## src/rtl/imem_fetch_ctrl_pkg.sv

```systemverilog
// Shared definitions for the instruction-memory fetch controller: state encoding,
// memory geometry and the PC alignment/range check.
package imem_fetch_ctrl_pkg;

    localparam int unsigned IMEM_BYTES  = 4096;
    localparam int unsigned INSTR_BYTES = 4;
    localparam logic [31:0] RESET_PC_DEF = 32'h0000_0000;

    typedef enum logic [2:0] {
        ST_IDLE  = 3'd0,
        ST_ISSUE = 3'd1,
        ST_WAIT  = 3'd2,
        ST_HOLD  = 3'd3,
        ST_FAULT = 3'd4
    } fetch_state_e;

    // True when pc cannot address a whole word inside a memory of mem_bytes bytes.
    function automatic logic pc_fault(input logic [31:0] pc, input logic [31:0] mem_bytes);
        return (pc[1:0] != 2'b00) || (pc > (mem_bytes - 32'(INSTR_BYTES)));
    endfunction

endpackage

```

## src/rtl/imem_fetch_ctrl.sv

```systemverilog
// Instruction-memory port owner: arbitrates loader byte writes (halted) against
// CPU word fetches (running), tracks the PC and presents instructions to decode.
module imem_fetch_ctrl
    import imem_fetch_ctrl_pkg::*;
#(
    parameter int unsigned ADDR_W   = 12,
    parameter logic [31:0] RESET_PC = RESET_PC_DEF
) (
    input  logic              clock,
    input  logic              reset_n,
    input  logic              run,
    input  logic              ld_req,
    input  logic [ADDR_W-1:0] ld_addr,
    input  logic [7:0]        ld_data,
    output logic              ld_gnt,
    output logic [ADDR_W:0]   ld_count,
    input  logic              redirect_valid,
    input  logic [31:0]       redirect_pc,
    input  logic              instr_ready,
    output logic              instr_valid,
    output logic [31:0]       instr,
    output logic [31:0]       pc_out,
    output logic              fault,
    output logic              mem_re,
    output logic              mem_we,
    output logic [ADDR_W-1:0] mem_addr,
    output logic [7:0]        mem_wdata,
    input  logic [31:0]       mem_rdata
);

    localparam int unsigned CNT_W     = ADDR_W + 1;
    localparam logic [31:0] MEM_BYTES = 32'(1) << ADDR_W;
    localparam logic [CNT_W-1:0] CNT_MAX = {1'b1, {ADDR_W{1'b0}}};

    fetch_state_e     state, state_nxt;
    logic [31:0]      pc, pc_nxt;
    logic [31:0]      instr_nxt, pc_out_nxt;
    logic [CNT_W-1:0] cnt_nxt;

    // Next-state, datapath updates and memory-port decode.
    always_comb begin
        state_nxt  = state;
        pc_nxt     = pc;
        instr_nxt  = instr;
        pc_out_nxt = pc_out;
        cnt_nxt    = ld_count;
        ld_gnt     = 1'b0;
        mem_re     = 1'b0;
        mem_we     = 1'b0;
        mem_addr   = pc[ADDR_W-1:0];
        mem_wdata  = 8'h00;

        unique case (state)
            ST_IDLE: begin
                if (run) begin
                    state_nxt = ST_ISSUE;
                end else if (ld_req) begin
                    ld_gnt    = 1'b1;
                    mem_we    = 1'b1;
                    mem_addr  = ld_addr;
                    mem_wdata = ld_data;
                    if (ld_count != CNT_MAX) begin
                        cnt_nxt = ld_count + CNT_W'(1);
                    end
                end
            end
            ST_ISSUE: begin
                if (!run) begin
                    state_nxt = ST_IDLE;
                end else if (redirect_valid) begin
                    pc_nxt = redirect_pc;
                end else if (pc_fault(pc, MEM_BYTES)) begin
                    state_nxt = ST_FAULT;
                end else begin
                    mem_re    = 1'b1;
                    state_nxt = ST_WAIT;
                end
            end
            ST_WAIT: begin
                if (!run) begin
                    state_nxt = ST_IDLE;
                end else if (redirect_valid) begin
                    pc_nxt    = redirect_pc;
                    state_nxt = ST_ISSUE;
                end else begin
                    instr_nxt  = mem_rdata;
                    pc_out_nxt = pc;
                    state_nxt  = ST_HOLD;
                end
            end
            ST_HOLD: begin
                if (!run) begin
                    state_nxt = ST_IDLE;
                end else if (redirect_valid) begin
                    pc_nxt    = redirect_pc;
                    state_nxt = ST_ISSUE;
                end else if (instr_ready) begin
                    pc_nxt    = pc + 32'd4;
                    state_nxt = ST_ISSUE;
                end
            end
            ST_FAULT: begin
                state_nxt = ST_FAULT;
            end
            default: begin
                state_nxt = ST_IDLE;
            end
        endcase

        // Strobes drop the moment reset asserts, without waiting for a clock.
        if (!reset_n) begin
            ld_gnt = 1'b0;
            mem_re = 1'b0;
            mem_we = 1'b0;
        end
    end

    always_ff @(posedge clock or negedge reset_n) begin
        if (!reset_n) begin
            state       <= ST_IDLE;
            pc          <= RESET_PC;
            instr       <= 32'h0;
            pc_out      <= 32'h0;
            instr_valid <= 1'b0;
            fault       <= 1'b0;
            ld_count    <= '0;
        end else begin
            state       <= state_nxt;
            pc          <= pc_nxt;
            instr       <= instr_nxt;
            pc_out      <= pc_out_nxt;
            instr_valid <= (state_nxt == ST_HOLD);
            fault       <= (state_nxt == ST_FAULT);
            ld_count    <= cnt_nxt;
        end
    end

endmodule

```

## config.mk

```make
export PLATFORM = sky130hd
export DESIGN_NAME = imem_fetch_ctrl
export DESIGN_NICKNAME = d
export VERILOG_FILES = /design/src/rtl/imem_fetch_ctrl_pkg.sv /design/src/rtl/imem_fetch_ctrl.sv
export SDC_FILE = /design/constraint.sdc
export NUM_CORES = 1
export LEC_CHECK = 0
export CAP_MARGIN = 20
export CELL_PAD_IN_SITES_DETAIL_PLACEMENT = 2
export CELL_PAD_IN_SITES_GLOBAL_PLACEMENT = 2
export CORE_ASPECT_RATIO = 2
export CORE_MARGIN = 5
export CORE_UTILIZATION = 28
export DETAILED_ROUTE_END_ITERATION = 12
export PLACE_DENSITY = 0.86
export SLEW_MARGIN = 0
export SYNTH_ARGS = -nofsm -noshare
export SYNTH_HDL_FRONTEND = slang
export SYNTH_SLANG_ARGS = --single-unit
```

## constraint.sdc

```tcl
create_clock -name clock -period 2.2 [get_ports clock]
set_input_delay 0.22 -clock clock [delete_from_list [all_inputs] [get_ports clock]]
set_output_delay 0.22 -clock clock [all_outputs]
set_load 0.1 [all_outputs]
```

# == Word-level counts from Yosys, hierarchy flattened ==
# Cells that the tools add are included.
# op_classes
n_mux,31
n_bitwise,2
n_addsub,2
reduce_logical,8
n_lt_le_gt_ge,1
eq_ne,11
# ops
operator,n
32-bit two-way mux,5
32-bit case mux with 2 select lines,1
12-bit two-way mux,3
"32-bit by 3-bit adder with 32-bit output, second input constant",1
"32-bit by 12-bit greater-than comparator with 1-bit output, second input constant",1
8-bit two-way mux,3
3-bit two-way mux,7
3-bit case mux with 5 select lines,1
"13-bit by 1-bit adder with 13-bit output, second input constant",1
"13-bit inequality test, second input constant",1
"3-bit by 2-bit == test with 1-bit output, second input constant",3
1-bit two-way mux,9
"3-bit == test, second input constant",2
5-bit AND reduction,1
2-bit two-way mux,2
"2-bit by 1-bit inequality test with 1-bit output, second input constant",2
4-bit AND reduction,1
2-bit nonzero test,2
"3-bit by 1-bit == test with 1-bit output, second input constant",1
3-bit zero test,1
"3-bit inequality test, second input constant",1
3-bit AND reduction,1
"2-bit inequality test, second input constant",1
1-bit NOT,2
2 further kinds,2
# word_totals
elab_cells,62
reg_bits,114
out_inout_bits,102

# == Depth between registers and ports, before layout ==
# Gate-level depths: netlist of the first run.
# depth
ltp_word,7
mapped_depth,7
depth_no_buf,6

# == Least setup slack after synthesis of the first run ==
# No wires, ideal clock.
# synth_path
kind,reg-to-output
from,register state[0]
to,output mem_addr[5]
n_path_buf,2
path_stages_with_launch,6
required_time_ns,1.980
arrival_ns,3.118
path_slack_ns,-1.138
path_cell_list,dfrtp_1 > nor4_4 > and2_1 > buf_6 > buf_4 > o21ai_0
# synth_between
elab_chain_len,2
# synth_rtl
element,line_no,text
"start, declared",imem_fetch_ctrl.sv:35,"fetch_state_e state, state_nxt;"
"start signal, assigned",imem_fetch_ctrl.sv:128,state <= state_nxt;
3-bit zero test,imem_fetch_ctrl.sv:53,unique case (state)
12-bit two-way mux,imem_fetch_ctrl.sv:53,
"end, declared",imem_fetch_ctrl.sv:26,"output logic [ADDR_W-1:0] mem_addr,"
# No other way between the ends.

# == Final worst setup path of the first run ==
# layout_path
from,register state[1]
to,output mem_addr[8]
# Same word-level chain as after synthesis.

==> results.json, run 1 <==
{
  "status": "finished, violations left",
  "violations": "setup timing",
  "firstDrtPassIters": 4,
  "hold_viol_final": 0,
  "cts_made_buffers": 17,
  "drtIter0Drc": 154,
  "hp-class": "primary input to async pin",
  "ir_worst_vdd_v": 0.000511,
  "dieWidth_um": 109,
  "antenna_left": 0,
  "crit_fanout": 7,
  "synth.most_common_cell": "dfrtp_1",
  "gp_congestion": 0.838,
  "grt_first_pass_wirelength_mm": 34.3,
  "clock.fmax_mhz": 421,
  "vias": 5029,
  "yosysSeqAreaShare_pct": 51.9,
  "overflow": 0,
  "grt_max_degree": 46,
  "ys_top_cells_by_count": "114 x dfrtp_1, 76 x mux2_2, 35 x a21oi_1, 34 x nand2_1, 21 x o21ai_0",
  "skew_ns": 0.0125,
  "wl_per_cell_um": 23.6,
  "cpPeakStageDelay_ns": 0.42,
  "drc": 0,
  "synth.largest_area_cell": "dfrtp_1",
  "die_y_um": 208,
  "drive_gt1_share_pct": 39.9,
  "core_area_um2": 19400,
  "synth_area_um2": 5500,
  "worstMarginPinSlew_ns": 0.633,
  "power.density_nw_per_um2": 1040,
  "cp-end-kind": "output port",
  "clkTransAtPathRegs_ns": 0.06,
  "critPathTopFamily": "simple AND/OR/NAND/NOR gates",
  "crit_arrival_ns": 2.15,
  "ios": 192,
  "h-tree-depth": 4,
  "cts_tree": "built",
  "rows": 72,
  "detail_route.wirelength_mm": 23.4,
  "finalSetupViolations": 20,
  "worstSetupStartpointType": "flop",
  "area_growth_pct": 60.0,
  "ys_seq_elements": 114,
  "vias_per_cell": 5.08,
  "finalNetCount": 810,
  "cap_violations": 0,
  "synth_area_leaders": "dfrtp_1 52%, mux2_2 16%, a21oi_1 3.2%, nand2_1 2.3%, o21ai_0 1.9%",
  "syn_avg_cell_area_um2": 11.5,
  "grt_pass1_vias": 5813,
  "crit_slowest_cell": "dfrtp_1",
  "path_cells": "nor4_4, buf_4, and2_4, buf_12, mux2_4, buf_12",
  "yosysUniqueCellTypes": 55,
  "grt_use_total_pct": 20.2,
  "rsz0062_at_grt": "yes",
  "antenna_found_initial": 1,
  "netlist_instances": 479,
  "clkLatencyLatePin_ns": 0.43,
  "fin_crit_ns": 2.37,
  "synthFlopType": "dfrtp_1",
  "synth_top_area_share_pct": 51.9,
  "slew_viol_final": 0,
  "synth-edff-count": 0,
  "path_buf_inv": 3,
  "cts_root_buf": "clkbuf_16",
  "maxSlewHeadroom_pct": 57.8,
  "dpl.hpwl_mm": 16.7,
  "async_flop_share_pct": 100,
  "yosysWarnings": 0,
  "post-route-period-util_pct": 108,
  "post-place-ws_ns": -0.0808,
  "clock-sinks": 114,
  "die_area_um2": 22700,
  "required_ns": 1.98,
  "leakagePower_nw": 3.98,
  "cts_buffer_depth": 2,
  "worst_slack_ns": -0.173,
  "initial_utilization_pct": 28.4,
  "worstSetupPathType": "flop to output port",
  "crit_top_cell": "buf_12",
  "syn_nets": 572,
  "io_buffer_count": 191,
  "total_power_mw": 9.16
}
cells by family after synthesis:
| logic type | after synthesis | synth area share, % |
|---|---|---|
| xor+xnor | 12 | 1.91 |
| compound gates | 97 | 10.9 |
| flops | 114 | 51.9 |
| fa+ha+maj | 3 | 0.683 |
| mux | 77 | 15.8 |
| buf+inv | 34 | 3.69 |
| simple gates | 142 | 15.2 |
final cells by class:
class	instances	area, um^2
Timing Repair Buffer	245	2480
Fill cell	1971	10600
Multi-Input combinational cell	331	2550
Inverter	8	30.0
Clock inverter	14	118
Clock buffer	18	429
Sequential cell	114	2860
Antenna cell	1	2.50
Tap cell	259	324
final timing paths:
kind	cells past startpoint	startpoint	endpoint	slack [ns]
setup / recovery	6	state[1]	mem_addr[8]	-0.17
hold / removal	2	reset_n	state[0]	0.31
setup reg to reg	8	state[2]	instr[10]	0.04
hold reg to reg	1	instr[13]	instr[13]	0.51
max in group asynchronous	3	reset_n	pc[13]	0.88
min in group clock	3	redirect_pc[1]	pc[1]	0.38
per-layer routing:
layer	routed length, um	part of all wire [%]	up-vias	global-route usage (%)
met4	597	2.6	0	8.06
li1	-	-	2258	-
met2	13600	58	164	39.9
met1	7860	34	2574	18.9
met3	1310	5.6	33	4.78
met5	0	0	-	0
worst reg2reg max path, cell delays in order, from the launching register on:
cell       delay [ns]
dfrtp_2          0.43
buf_4            0.15
buf_4            0.15
nand2b_4         0.17
nor4b_4          0.30
buf_4            0.16
buf_6            0.14
clkbuf_16        0.20
mux2_2           0.35
metrics by stage:
stage               utilization, %  hold slack [ns]  instances  instance area (um^2)  TNS (ns)
floorplan                        -          -0.0756        479                  5500         0
global placement              40.9            0.175        938                  7920    -0.248
detailed placement            40.9            0.190        938                  7920    -0.692
CTS                           44.8            0.280        982                  8670     -2.04
global route                  45.4            0.327        990                  8790     -4.08
finish                        45.4            0.306        990                  8790     -2.14
placed cells by master (no fill, tap or decap), types with 19 or more instances in the layout:
master           instances
clkdlybuf4s50_1         88
nand3_1                 19
a21oi_1                 35
dfrtp_1                108
mux2_2                  65
buf_12                  27
o21ai_0                 20
buf_4                  121
clkbuf_16               19
nand2_1                 33
repair_timing:
action	in CTS	in global routing
setup buffers	10	4
hold buffers	1	0
endpoints found under the hold margin	26	0
endpoints found under the setup margin	13	86
cloned	1	3
pin swaps	7	3
gates resized for setup	29	8
sequential cells by signal, indices dropped and copies added (netlist names):
name,count
instr,32
instr_valid,1
state,3
pc_out,32
ld_count,13
pc,32
fault,1
where the power goes:
| part | internal [mW] | leakage, nW | switching (mW) | total [mW] |
|---|---|---|---|---|
| Sequential | 2.45 | 1.47 | 0.548 | 3.00 |
| Clock | 1.54 | 0.253 | 1.04 | 2.58 |
| Combinational | 1.32 | 2.26 | 2.26 | 3.58 |
| Total | 5.31 | 3.98 | 3.85 | 9.16 |
Power figures use the tool's default switching activity.
==> run 2, diff against run 1 <==
- CORE_UTILIZATION: 28 -> 29
- CTS_BUF_LIST: not set -> sky130_fd_sc_hd__clkbuf_8
- PLACE_DENSITY: 0.86 -> 0.88
- SLEW_MARGIN: 0 -> 25
==> results.json, run 2 (synthesis results as in run 1) <==
{
  "worstSetupPathType": "flop to output port",
  "fin_area_um2": 8670,
  "fillers": 1873,
  "grt_max_degree": 77,
  "reg2reg_slack_ns": 0.08,
  "ios": 192,
  "die_y_um": 205,
  "clock.fmax_mhz": 422,
  "post-place-ws_ns": -0.126,
  "cts_root_buf": "clkbuf_8",
  "top_regs": "instr: 32 flops, pc: 32 flops, pc_out: 32 flops",
  "grt_first_pass_wirelength_mm": 34.0,
  "r2r-end": "ld_count[6]",
  "post-route-period-util_pct": 108,
  "rows": 71,
  "cts_made_buffers": 17,
  "required_ns": 1.98,
  "hp-class": "primary input to async pin",
  "fin_crit_ns": 2.37,
  "violations": "setup timing",
  "ir_worst_vdd_v": 0.000507,
  "drtIter0Drc": 126,
  "cts_buffer_depth": 2,
  "wl_per_cell_um": 22.9,
  "finalSetupTns_ns": -2.03,
  "final_common_cell": "buf_4",
  "detail_route.wirelength_mm": 22.5,
  "slew_viol_final": 0,
  "crit_slowest_cell": "dfrtp_1",
  "cpPeakStageDelay_ns": 0.42,
  "worstMarginPinSlew_ns": 0.479,
  "antenna_left": 0,
  "vias_per_cell": 5.13,
  "crit_top_cell": "buf_12",
  "finalNetCount": 804,
  "place_area_um2": 7920,
  "cp-end-kind": "output port",
  "clkLatencyLatePin_ns": 0.46,
  "io_buffer_count": 191,
  "antenna_cells": 0,
  "crit_arrival_ns": 2.15,
  "clkTransAtPathRegs_ns": 0.08,
  "gp_congestion": 0.829,
  "worst_slack_ns": -0.172,
  "dpl.hpwl_mm": 16.3,
  "whs_ns": 0.152,
  "rsz0062_at_grt": "yes",
  "leakagePower_nw": 3.93,
  "die_area_um2": 22000,
  "grt_use_total_pct": 20.4,
  "power.density_nw_per_um2": 1040,
  "antenna_found_initial": 0,
  "path_cells": "nor4_4, buf_4, and2_4, buf_12, mux2_4, buf_12",
  "vias": 5022,
  "rr_worst_depth": 9,
  "h-tree-depth": 4,
  "worstSetupStartpointType": "flop",
  "crit_fanout": 7,
  "clock-sinks": 114,
  "skew_ns": 0.0164,
  "initial_utilization_pct": 29.3,
  "drc": 0,
  "status": "finished, violations left",
  "hold_viol_final": 0,
  "core_area_um2": 18700,
  "dieWidth_um": 107,
  "r2r-start": "state[1]",
  "area_growth_pct": 57.9,
  "finalSetupViolations": 13,
  "final_cell_mix": "120 x buf_4, 109 x dfrtp_1, 88 x clkdlybuf4s50_1, 65 x mux2_2, 35 x a21oi_1",
  "drive_gt1_share_pct": 39.9,
  "cap_violations": 0,
  "firstDrtPassIters": 4,
  "total_power_mw": 9.03,
  "grt_pass1_vias": 5784,
  "overflow": 0,
  "maxSlewHeadroom_pct": 67.9,
  "cts_tree": "built"
}
[run 2: per-layer routing]
| metal | up-vias | routed length (um) | track usage (%) |
|---|---|---|---|
| li1 | 2247 | - | - |
| met1 | 2575 | 7780 | 20.4 |
| met2 | 159 | 13200 | 40.5 |
| met3 | 41 | 898 | 3.22 |
| met4 | 0 | 597 | 8.40 |
| met5 | - | 0 | 0 |
[run 2: stage by stage]
| step | utilization (%) | cells |
|---|---|---|
| 6_report | 46.3 | 979 |
| 5_1_grt | 46.3 | 979 |
| 4_1_cts | 45.7 | 974 |
| 3_5_place_dp | 42.3 | 934 |
| 3_3_place_gp | 42.3 | 934 |
| 2_1_floorplan | - | 479 |
[run 2: worst max path at each step]
stage / end / slack, ns / from / cells after the start
detailed placement: mem_re / -0.13 / redirect_valid / 7
global placement: mem_re / -0.17 / redirect_valid / 7
CTS: mem_addr[0] / -0.22 / state[2] / 6
global route: mem_re / -0.27 / pc[22] / 6
floorplan: mem_addr[10] / 0.10 / state[1] / 6
finish: mem_addr[0] / -0.17 / state[1] / 6
[run 2: worst max-delay path: cells and delay by family (launching register included)]
kind          cells  cell delay [ns]
mux               1             0.33
simple gates      2             0.48
buf+inv           3             0.48
flops             1             0.42
[run 2: power breakdown]
part | switching (mW) | leakage (nW) | total, mW | internal [mW]
Sequential | 0.592 | 1.47 | 3.03 | 2.44
Combinational | 2.27 | 2.22 | 3.63 | 1.36
Clock | 0.952 | 0.233 | 2.36 | 1.41
[run 2: area by class of cell]
class,count,area (um^2),share of cell area [%]
Timing Repair Buffer,239,2390,27.6
Multi-Input combinational cell,331,2600,30.0
Inverter,8,30.0,0.346
Tap cell,255,319,3.68
Clock buffer,19,262,3.01
Sequential cell,114,2860,33.0
Clock inverter,13,209,2.41
[run 2: what timing repair did]
item,in CTS,in global routing
hold buffers,1,0
gates cloned,1,0
setup endpoints to repair,13,44
buffers inserted,6,6
hold endpoints to repair,114,0
gates resized for setup,25,13
pin swaps,7,5
==> run 3, diff against run 2 <==
- CORE_UTILIZATION: 29 -> 41
- DONT_BUFFER_PORTS: not set -> 1
- SKIP_LAST_GASP: not set -> 1
==> results.json, run 3 (synthesis results as in run 1) <==
{
  "clkLatencyLatePin_ns": 0.47,
  "die_area_um2": 16000,
  "place_area_um2": 6220,
  "final_cell_count_no_fill": 773,
  "top_regs": "instr: 32 flops, pc: 32 flops, pc_out: 32 flops",
  "drc": 0,
  "crit_arrival_ns": 2.33,
  "fin_util_pct": 56.6,
  "initial_utilization_pct": 41.4,
  "dpl.hpwl_mm": 12.9,
  "cpPeakStageDelay_ns": 0.43,
  "antenna_found_initial": 1,
  "worstSetupPathType": "flop to output port",
  "required_ns": 1.98,
  "grt_first_pass_wirelength_mm": 38.1,
  "final_common_cell": "dfrtp_1",
  "vias_per_cell": 6.44,
  "fin_crit_ns": 2.55,
  "r2r-start": "state[1]",
  "grt_use_total_pct": 32.1,
  "leakagePower_nw": 3.37,
  "worstMarginPinSlew_ns": 0.992,
  "fillers": 1215,
  "antenna_left": 0,
  "cp-end-kind": "output port",
  "cts_tree": "built",
  "multi_input_area_um2": 2610,
  "crit_path_start": "pc[17]",
  "worstSetupStartpointType": "flop",
  "rows": 60,
  "finalSetupViolations": 26,
  "power.density_nw_per_um2": 1180,
  "finalNetCount": 697,
  "crit_fanout": 2,
  "rr_worst_depth": 7,
  "crit_end": "mem_re",
  "area_growth_pct": 36.8,
  "die_y_um": 174,
  "cts_root_buf": "clkbuf_8",
  "whs_ns": -0.562,
  "dieWidth_um": 91.9,
  "ir_worst_vdd_v": 0.000876,
  "cts_made_buffers": 17,
  "dp.cells": 673,
  "path_cells": "nor4_4, nand4_1, nor2_2, nand4b_1, nor2_2, buf_12",
  "detail_route.wirelength_mm": 27.6,
  "cap_violations": 0,
  "wl_per_cell_um": 35.8,
  "h-tree-depth": 4,
  "r2r-end": "pc[24]",
  "clock.fmax_mhz": 393,
  "final_cell_mix": "106 x dfrtp_1, 66 x mux2_2, 54 x buf_4, 52 x dlygate4sd3_1, 35 x a21oi_1",
  "drtIter0Drc": 288,
  "clock-sinks": 114,
  "overflow": 0,
  "rsz0062_at_grt": "yes",
  "core_area_um2": 13300,
  "cts_hold_buf": 52,
  "hp-class": "primary input to async pin",
  "hold_viol_final": 114,
  "ios": 192,
  "drive_gt1_share_pct": 36.6,
  "io_buffer_count": 0,
  "violations": "hold timing, setup timing",
  "skew_ns": 0.0186,
  "clkTransAtPathRegs_ns": 0.08,
  "vias": 4979,
  "grt_max_degree": 117,
  "slew_viol_final": 0,
  "seq_area_um2": 2860,
  "cts_buffer_depth": 2,
  "gp_congestion": 0.841,
  "crit_top_cell": "nor2_2",
  "firstDrtPassIters": 5,
  "post-route-period-util_pct": 116,
  "status": "finished, violations left",
  "grt_pass1_vias": 5702,
  "fin_area_um2": 7520,
  "worst_slack_ns": -0.346,
  "maxSlewHeadroom_pct": 33.8,
  "crit_slowest_cell": "dfrtp_2",
  "reg2reg_slack_ns": -0.13
}
-- run 3: worst max-delay path: cells and delay by family (launching register included) --
kind	cells	cell delay [ns]
buffers and inverters	1	0.20
DFF	1	0.43
and+or+nand+nor	5	1.24
-- run 3: how the worst min path moves through the flow --
stage,to,slack (ns),cells past startpoint
CTS,ld_count[4],-0.57,0
finish,pc_out[6],-0.56,0
global placement,ld_count[4],-0.07,0
floorplan,fault,-0.08,0
detailed placement,ld_count[4],-0.07,0
global route,ld_count[4],-0.58,0
-- run 3: area by class of cell --
class,count,share of cell area (%)
Sequential cell,114,38.1
Timing Repair Buffer,132,18.7
Tap cell,155,2.58
Antenna cell,1,0.0333
Clock inverter,14,2.18
Clock buffer,18,3.30
Inverter,8,0.400
Multi-Input combinational cell,331,34.7
-- run 3: repair_timing --
| action | in CTS | in global routing |
|---|---|---|
| pin swaps | 8 | 7 |
| hold endpoints to repair | 166 | 114 |
| buffers inserted | 8 | 5 |
| setup endpoints to repair | 14 | 97 |
| cloned | 1 | 2 |
| resized for setup | 34 | 22 |
-- run 3: metrics by stage --
stage	worst slack, ns	total power, mW	setup TNS (ns)
2_1_floorplan	0.100	4.94	0
3_3_place_gp	0.180	5.85	0
3_5_place_dp	0.185	5.99	0
4_1_cts	-0.185	8.49	-0.874
5_1_grt	-0.402	9.11	-3.35
6_report	-0.346	8.90	-2.78
-- run 3: power by group --
| part | internal [mW] | total, mW | switching [mW] |
|---|---|---|---|
| Clock | 1.14 | 2.18 | 1.04 |
| Sequential | 2.44 | 3.34 | 0.901 |
| Combinational | 1.16 | 3.37 | 2.22 |
-- run 3: per-layer routing --
metal | vias up | part of all wire [%] | global-route usage [%]
met5 | - | 0 | 0
met2 | 312 | 53 | 57.1
met3 | 89 | 6.7 | 8.56
li1 | 2031 | - | -
met1 | 2547 | 35 | 35.4
met4 | 0 | 5.2 | 14.1
